File: src/rtl/seq_addsub.sv
// seq_addsub: multi-cycle add/subtract, CHUNK bits per clock, LSB first.
// Handshake: start accepted in IDLE, busy during RUN, one-cycle done pulse.
// Optional feature macro: SEQ_ADDSUB_SATURATE_EN (signed saturation of sum on overflow).
module seq_addsub #(
  parameter int WIDTH = 6,
  parameter int CHUNK = 2
) (
  input  logic             clk,
  input  logic             rst,
  input  logic             start,
  input  logic             sub,
  input  logic [WIDTH-1:0] a,
  input  logic [WIDTH-1:0] b,
  output logic             busy,
  output logic             done,
  output logic [WIDTH-1:0] sum,
  output logic             cout,
  output logic             ovf
);

  localparam int N  = WIDTH / CHUNK;
  localparam int CW = (N > 1) ? $clog2(N) : 1;
  localparam logic [CW-1:0] LAST = CW'(N - 1);

  if (WIDTH < 2 || CHUNK < 1 || CHUNK > WIDTH || (WIDTH % CHUNK) != 0) begin : g_bad_params
    $error("seq_addsub: illegal WIDTH/CHUNK combination");
  end

  typedef enum logic [1:0] {S_IDLE, S_RUN, S_DONE} state_t;

  state_t           state_q, state_d;
  logic [CW-1:0]    cnt_q, cnt_d;
  logic [WIDTH-1:0] a_q, a_d;
  logic [WIDTH-1:0] b_q, b_d;
  logic             carry_q, carry_d;
  logic [WIDTH-1:0] res_q, res_d;
  logic [WIDTH-1:0] sum_q, sum_d;
  logic             cout_q, cout_d;
  logic             ovf_q, ovf_d;

  logic [CHUNK:0]   csum;
  logic [WIDTH-1:0] chunk_ext;
  logic [WIDTH-1:0] shifted;
  logic             cin_msb;

  // Chunk adder and result shift: new chunk enters at the MSB end.
  // Carry into the chunk's top bit is recovered as a^b^s of that bit.
  always_comb begin
    csum      = {1'b0, a_q[CHUNK-1:0]} + {1'b0, b_q[CHUNK-1:0]} + (CHUNK+1)'(carry_q);
    chunk_ext = WIDTH'(csum[CHUNK-1:0]);
    shifted   = (res_q >> CHUNK) | (chunk_ext << (WIDTH - CHUNK));
    cin_msb   = a_q[CHUNK-1] ^ b_q[CHUNK-1] ^ csum[CHUNK-1];
  end

  // Next-state and datapath updates.
  always_comb begin
    state_d = state_q;
    cnt_d   = cnt_q;
    a_d     = a_q;
    b_d     = b_q;
    carry_d = carry_q;
    res_d   = res_q;
    sum_d   = sum_q;
    cout_d  = cout_q;
    ovf_d   = ovf_q;
    case (state_q)
      S_IDLE: begin
        if (start) begin
          a_d     = a;
          b_d     = sub ? ~b : b;
          carry_d = sub;
          cnt_d   = '0;
          state_d = S_RUN;
        end
      end
      S_RUN: begin
        a_d     = a_q >> CHUNK;
        b_d     = b_q >> CHUNK;
        carry_d = csum[CHUNK];
        res_d   = shifted;
        cnt_d   = cnt_q + CW'(1);
        if (cnt_q == LAST) begin
          state_d = S_DONE;
          cnt_d   = '0;
          sum_d   = shifted;
          cout_d  = csum[CHUNK];
          ovf_d   = cin_msb ^ csum[CHUNK];
`ifdef SEQ_ADDSUB_SATURATE_EN
          // On the last chunk a_q[CHUNK-1] is the sign of operand a.
          if (cin_msb ^ csum[CHUNK]) begin
            sum_d = a_q[CHUNK-1] ? {1'b1, {(WIDTH-1){1'b0}}} : {1'b0, {(WIDTH-1){1'b1}}};
          end
`endif
        end
      end
      S_DONE:  state_d = S_IDLE;
      default: state_d = S_IDLE;
    endcase
  end

  // State and data registers with synchronous reset.
  always_ff @(posedge clk) begin
    if (rst) begin
      state_q <= S_IDLE;
      cnt_q   <= '0;
      a_q     <= '0;
      b_q     <= '0;
      carry_q <= 1'b0;
      res_q   <= '0;
      sum_q   <= '0;
      cout_q  <= 1'b0;
      ovf_q   <= 1'b0;
    end else begin
      state_q <= state_d;
      cnt_q   <= cnt_d;
      a_q     <= a_d;
      b_q     <= b_d;
      carry_q <= carry_d;
      res_q   <= res_d;
      sum_q   <= sum_d;
      cout_q  <= cout_d;
      ovf_q   <= ovf_d;
    end
  end

  // Output decode.
  always_comb begin
    busy = (state_q == S_RUN);
    done = (state_q == S_DONE);
    sum  = sum_q;
    cout = cout_q;
    ovf  = ovf_q;
  end

endmodule
File: config.mk
export PLATFORM = sky130hd
export DESIGN_NAME = seq_addsub
export DESIGN_NICKNAME = d
export VERILOG_FILES = /design/src/rtl/seq_addsub.sv
export SDC_FILE = /design/constraint.sdc
export NUM_CORES = 1
export LEC_CHECK = 0
export CORE_MARGIN = 2
export CORE_UTILIZATION = 50
export CTS_BUF_LIST = sky130_fd_sc_hd__clkbuf_16
export DETAILED_ROUTE_END_ITERATION = 7
export GPL_TIMING_DRIVEN = 0
export PLACE_DENSITY = 0.9
export SETUP_SLACK_MARGIN = 0.1
export SLEW_MARGIN = 20
export SYNTH_ARGS = -nofsm -noshare
export SYNTH_HDL_FRONTEND = slang
export SYNTH_SLANG_ARGS = --single-unit
File: constraint.sdc
create_clock -name clk -period 2.4 [get_ports clk]
set_input_delay 0.36 -clock clk [delete_from_list [all_inputs] [get_ports clk]]
set_output_delay 0.36 -clock clk [all_outputs]
set_load 0.01 [all_outputs]
==> metrics.md <==
| Metric | Value |
|---|---|
| Register area | 580.6 µm² |
| Total power of the final layout | 1.271 mW |
| CTS H-Tree Depth | 2 |
| Die Outline Area | 3056 µm² |
| Fill cell total of the finished layout | 201 |
| Final Hold Fails | 0 |
| Relative max-transition margin | 65.44% |
| Iter 0 DRT Violations | 20 |
| Highest clock frequency the design can meet | 473.2 MHz |
| Cell chosen for the clock root | clkbuf_16 |
| First-pass GRT wire length | 4885 µm |
| Final Max Slew Viols | 0 |
| CTS tree | built |
| Horiz. Die Dim | 55.29 µm |
| Die outline height | 55.29 µm |
| Vias per std cell | between 5 and 6 |
| Areal power density over the cells | 736.8 nW/µm² |
| Min Tclk post-route | 2.113 ns |
| Final weighted congestion in routability-driven placement | 0.7751 |
| Number of gates given a new drive strength after cts | 0 |
| Prevailing post-synth register cell | dfxtp_1 |
| Proportion of synthesized chip area in sequential cells | 44.15% |
| Min-Delay Path Class | reg -> reg |
| Arr. time, crit path | between 1.5 and 2 ns |
| Setup repair after global routing missed its margin | false |
| Layout-stage area growth over the synthesis result | 31.21% |
| Startpoint type of the worst setup path | flip-flop |
| Type of the worst setup path | reg -> out |
| Post-detailed-routing wire length | 2867 µm |
| Via count of the first global-routing pass | 1138 |
| Clock-pin slew reported for the worst setup and hold paths after clock tree synthesis | roughly 0.050 ns |
| Final setup violation count | 0 |
| Number of buffers created by CTS | 5 |
| Area of the multi-input gates | 640.6 µm² |
| Hold bufs inserted after CTS | 0 |
| Number of input and output port buffers inserted | 24 |
| Max Cap Violations | 0 |
| Number of buffers added for setup after CTS | 0 |
| Overall fraction of global-route tracks in use | 20.89% |
| Clock network latency to the later pin of the worst-skew pair | 0.27 ns |
| DR DRC count | 0 |
| Leakage dissipation | 0.6551 nW |
| Core box area | 2477 µm² |
| Effective utilization at floorplan | 53.08% |
| Number of unique standard cell types used by synthesis | 36 |
| Final period util | 88.06% |
| Antenna violations before repair | 0 |
| Clk sink count | 29 |
| DR pass1 iterations | 4 |
| Actual slew at the worst max-slew pin | 0.5185 ns |
| Yosys warning total | 0 |
| Inserted Diodes | 0 |
| WL per Instance | 14.93 µm |
| Top library cells by usage in the layout, fill and taps aside | dfxtp_1 (29), nor2_1 (25), clkdlybuf4s50_1 (24) |
| Post-route antenna net violation count | 0 |
| I/O Pins | 26 |
| Syn Inst Count | 131 |
| Global route total overflow | 0 |
| Via count | 1063 |
| Clock Skews | 0.002721 ns |
| Fraction of final layout cells with drive strength greater than 1 | a little over an eighth |
| Endpoint required time on the critical path | 2.04 ns |
| Synth Net Count | 150 |
| Syn Std Cell Area | about 1300 µm² |
| Worst IR drop on VDD | 831.4 µV |
| Maximum number of pins on one net before global-route repair | 11 |
| Maximum buffer depth of the clock tree | 2 |
| Number of storage elements in the synthesis netlist | 29 |
| Row cnt | 18 |
| Most frequent standard cell in the layout excluding fill and tap cells | dfxtp_1 |
| NumNets Final | 181 |
| Status | completed |
| Highest net fanout along the worst path | 9 |
| Total negative slack | 0 ns |
| Post-synth EDFFs | 0 |
| Nature of the critical path endpoint | output pin |
| Half-perimeter wire length after detailed placement | 2054 µm |
| Share of synthesized registers carrying an async set or reset | 0% |
| Mean cell area of the mapped netlist | 10.04 µm² |
## worst max-delay path, cell delays in order, from the launching register on
cell	delay, ns
dfxtp_1	0.44
clkinv_1	0.31
nor2_1	0.18
clkdlybuf4s50_1	0.56
## final cells by class
type	instances	share of cell area, %
tap	30	2.175
clock inverter	2	0.4351
buffer	8	3.916
clock buffer	5	7.252
inverter	7	1.523
timing repair buffer	24	13.92
sequential	29	33.65
multi-input combinational	87	37.13
## state kept, by name (all words and copies together), names as in the netlist
| name | count |
|---|---|
| cnt_q | 2 |
| b_q | 6 |
| ovf | 1 |
| state_q | 2 |
| res_q | 4 |
| a_q | 6 |
| sum | 6 |
| cout | 1 |
| carry_q | 1 |
## synth_stat cells, drive strengths merged (2+ instances only)
cell,n,area (µm²)
fa,2,40.04
nand2,2,7.510
dfxtp,29,580.6
a221oi,4,35.03
a22oi,5,37.54
xnor2,2,17.52
mux2i,6,60.06
inv,6,22.52
o2bb2ai,4,35.03
xor2,6,52.55
buf,8,67.57
nor2,28,112.6
nor3b,2,20.02
o22ai,4,25.02
a211oi,9,82.58
## power breakdown
| part | internal [mW] | total (mW) | switching [mW] |
|---|---|---|---|
| sequential | 0.510 | 0.527 | 0.0166 |
| clock | 0.368 | 0.563 | 0.195 |
| combinational | 0.0915 | 0.181 | 0.0897 |
| total | 0.970 | 1.27 | 0.301 |
## metrics by stage
stage               area, µm²  std cells  utilization (%)  hold WS [ns]  setup slack, ns
floorplan                1315        131                -        0.4601           0.5861
global placement         1593        185            64.29        0.4710           0.5066
detailed placement       1593        185            64.29        0.4887           0.4873
CTS                      1725        192            69.65        0.5014           0.3113
global route             1725        192            69.65        0.5288           0.1753
finish                   1725        192            69.65        0.4947           0.2866
## path summary, 6_finish.rpt
kind | start | slack [ns] | endpoint | cells after the start
worst max register to register | a_q[0]$_SDFFE_PP0P_ | 0.50 | ovf$_SDFFE_PP0P_ | 6
worst min register to register | sum[0]$_SDFFE_PP0P_ | 0.49 | sum[0]$_SDFFE_PP0P_ | 2
worst max-delay path | state_q[1]$_SDFFE_PP0P_ | 0.29 | done | 3
worst min-delay path | sum[0]$_SDFFE_PP0P_ | 0.49 | sum[0]$_SDFFE_PP0P_ | 2
## per-layer routing
metal / routed length (µm) / share of wire, % / track usage (%)
met1: 1143 / 40 / 20.98
met2: 1521 / 53 / 37.59
met3: 147 / 5.1 / 7.963
met4: 55 / 1.9 / 9.756
met5: 0 / 0 / 0
## cells by family after synthesis
logic type	Yosys count	share of synthesized area [%]
multiplexers	6	4.567
AO/OA/AOI/OAI	32	20.46
adder cells (fa/ha/maj)	3	3.996
buffers and inverters	15	7.136
XOR/XNOR	8	5.328
flip-flops	29	44.15
AND/OR/NAND/NOR	38	14.37
Note: power is estimated with default switching activity, not from simulation.
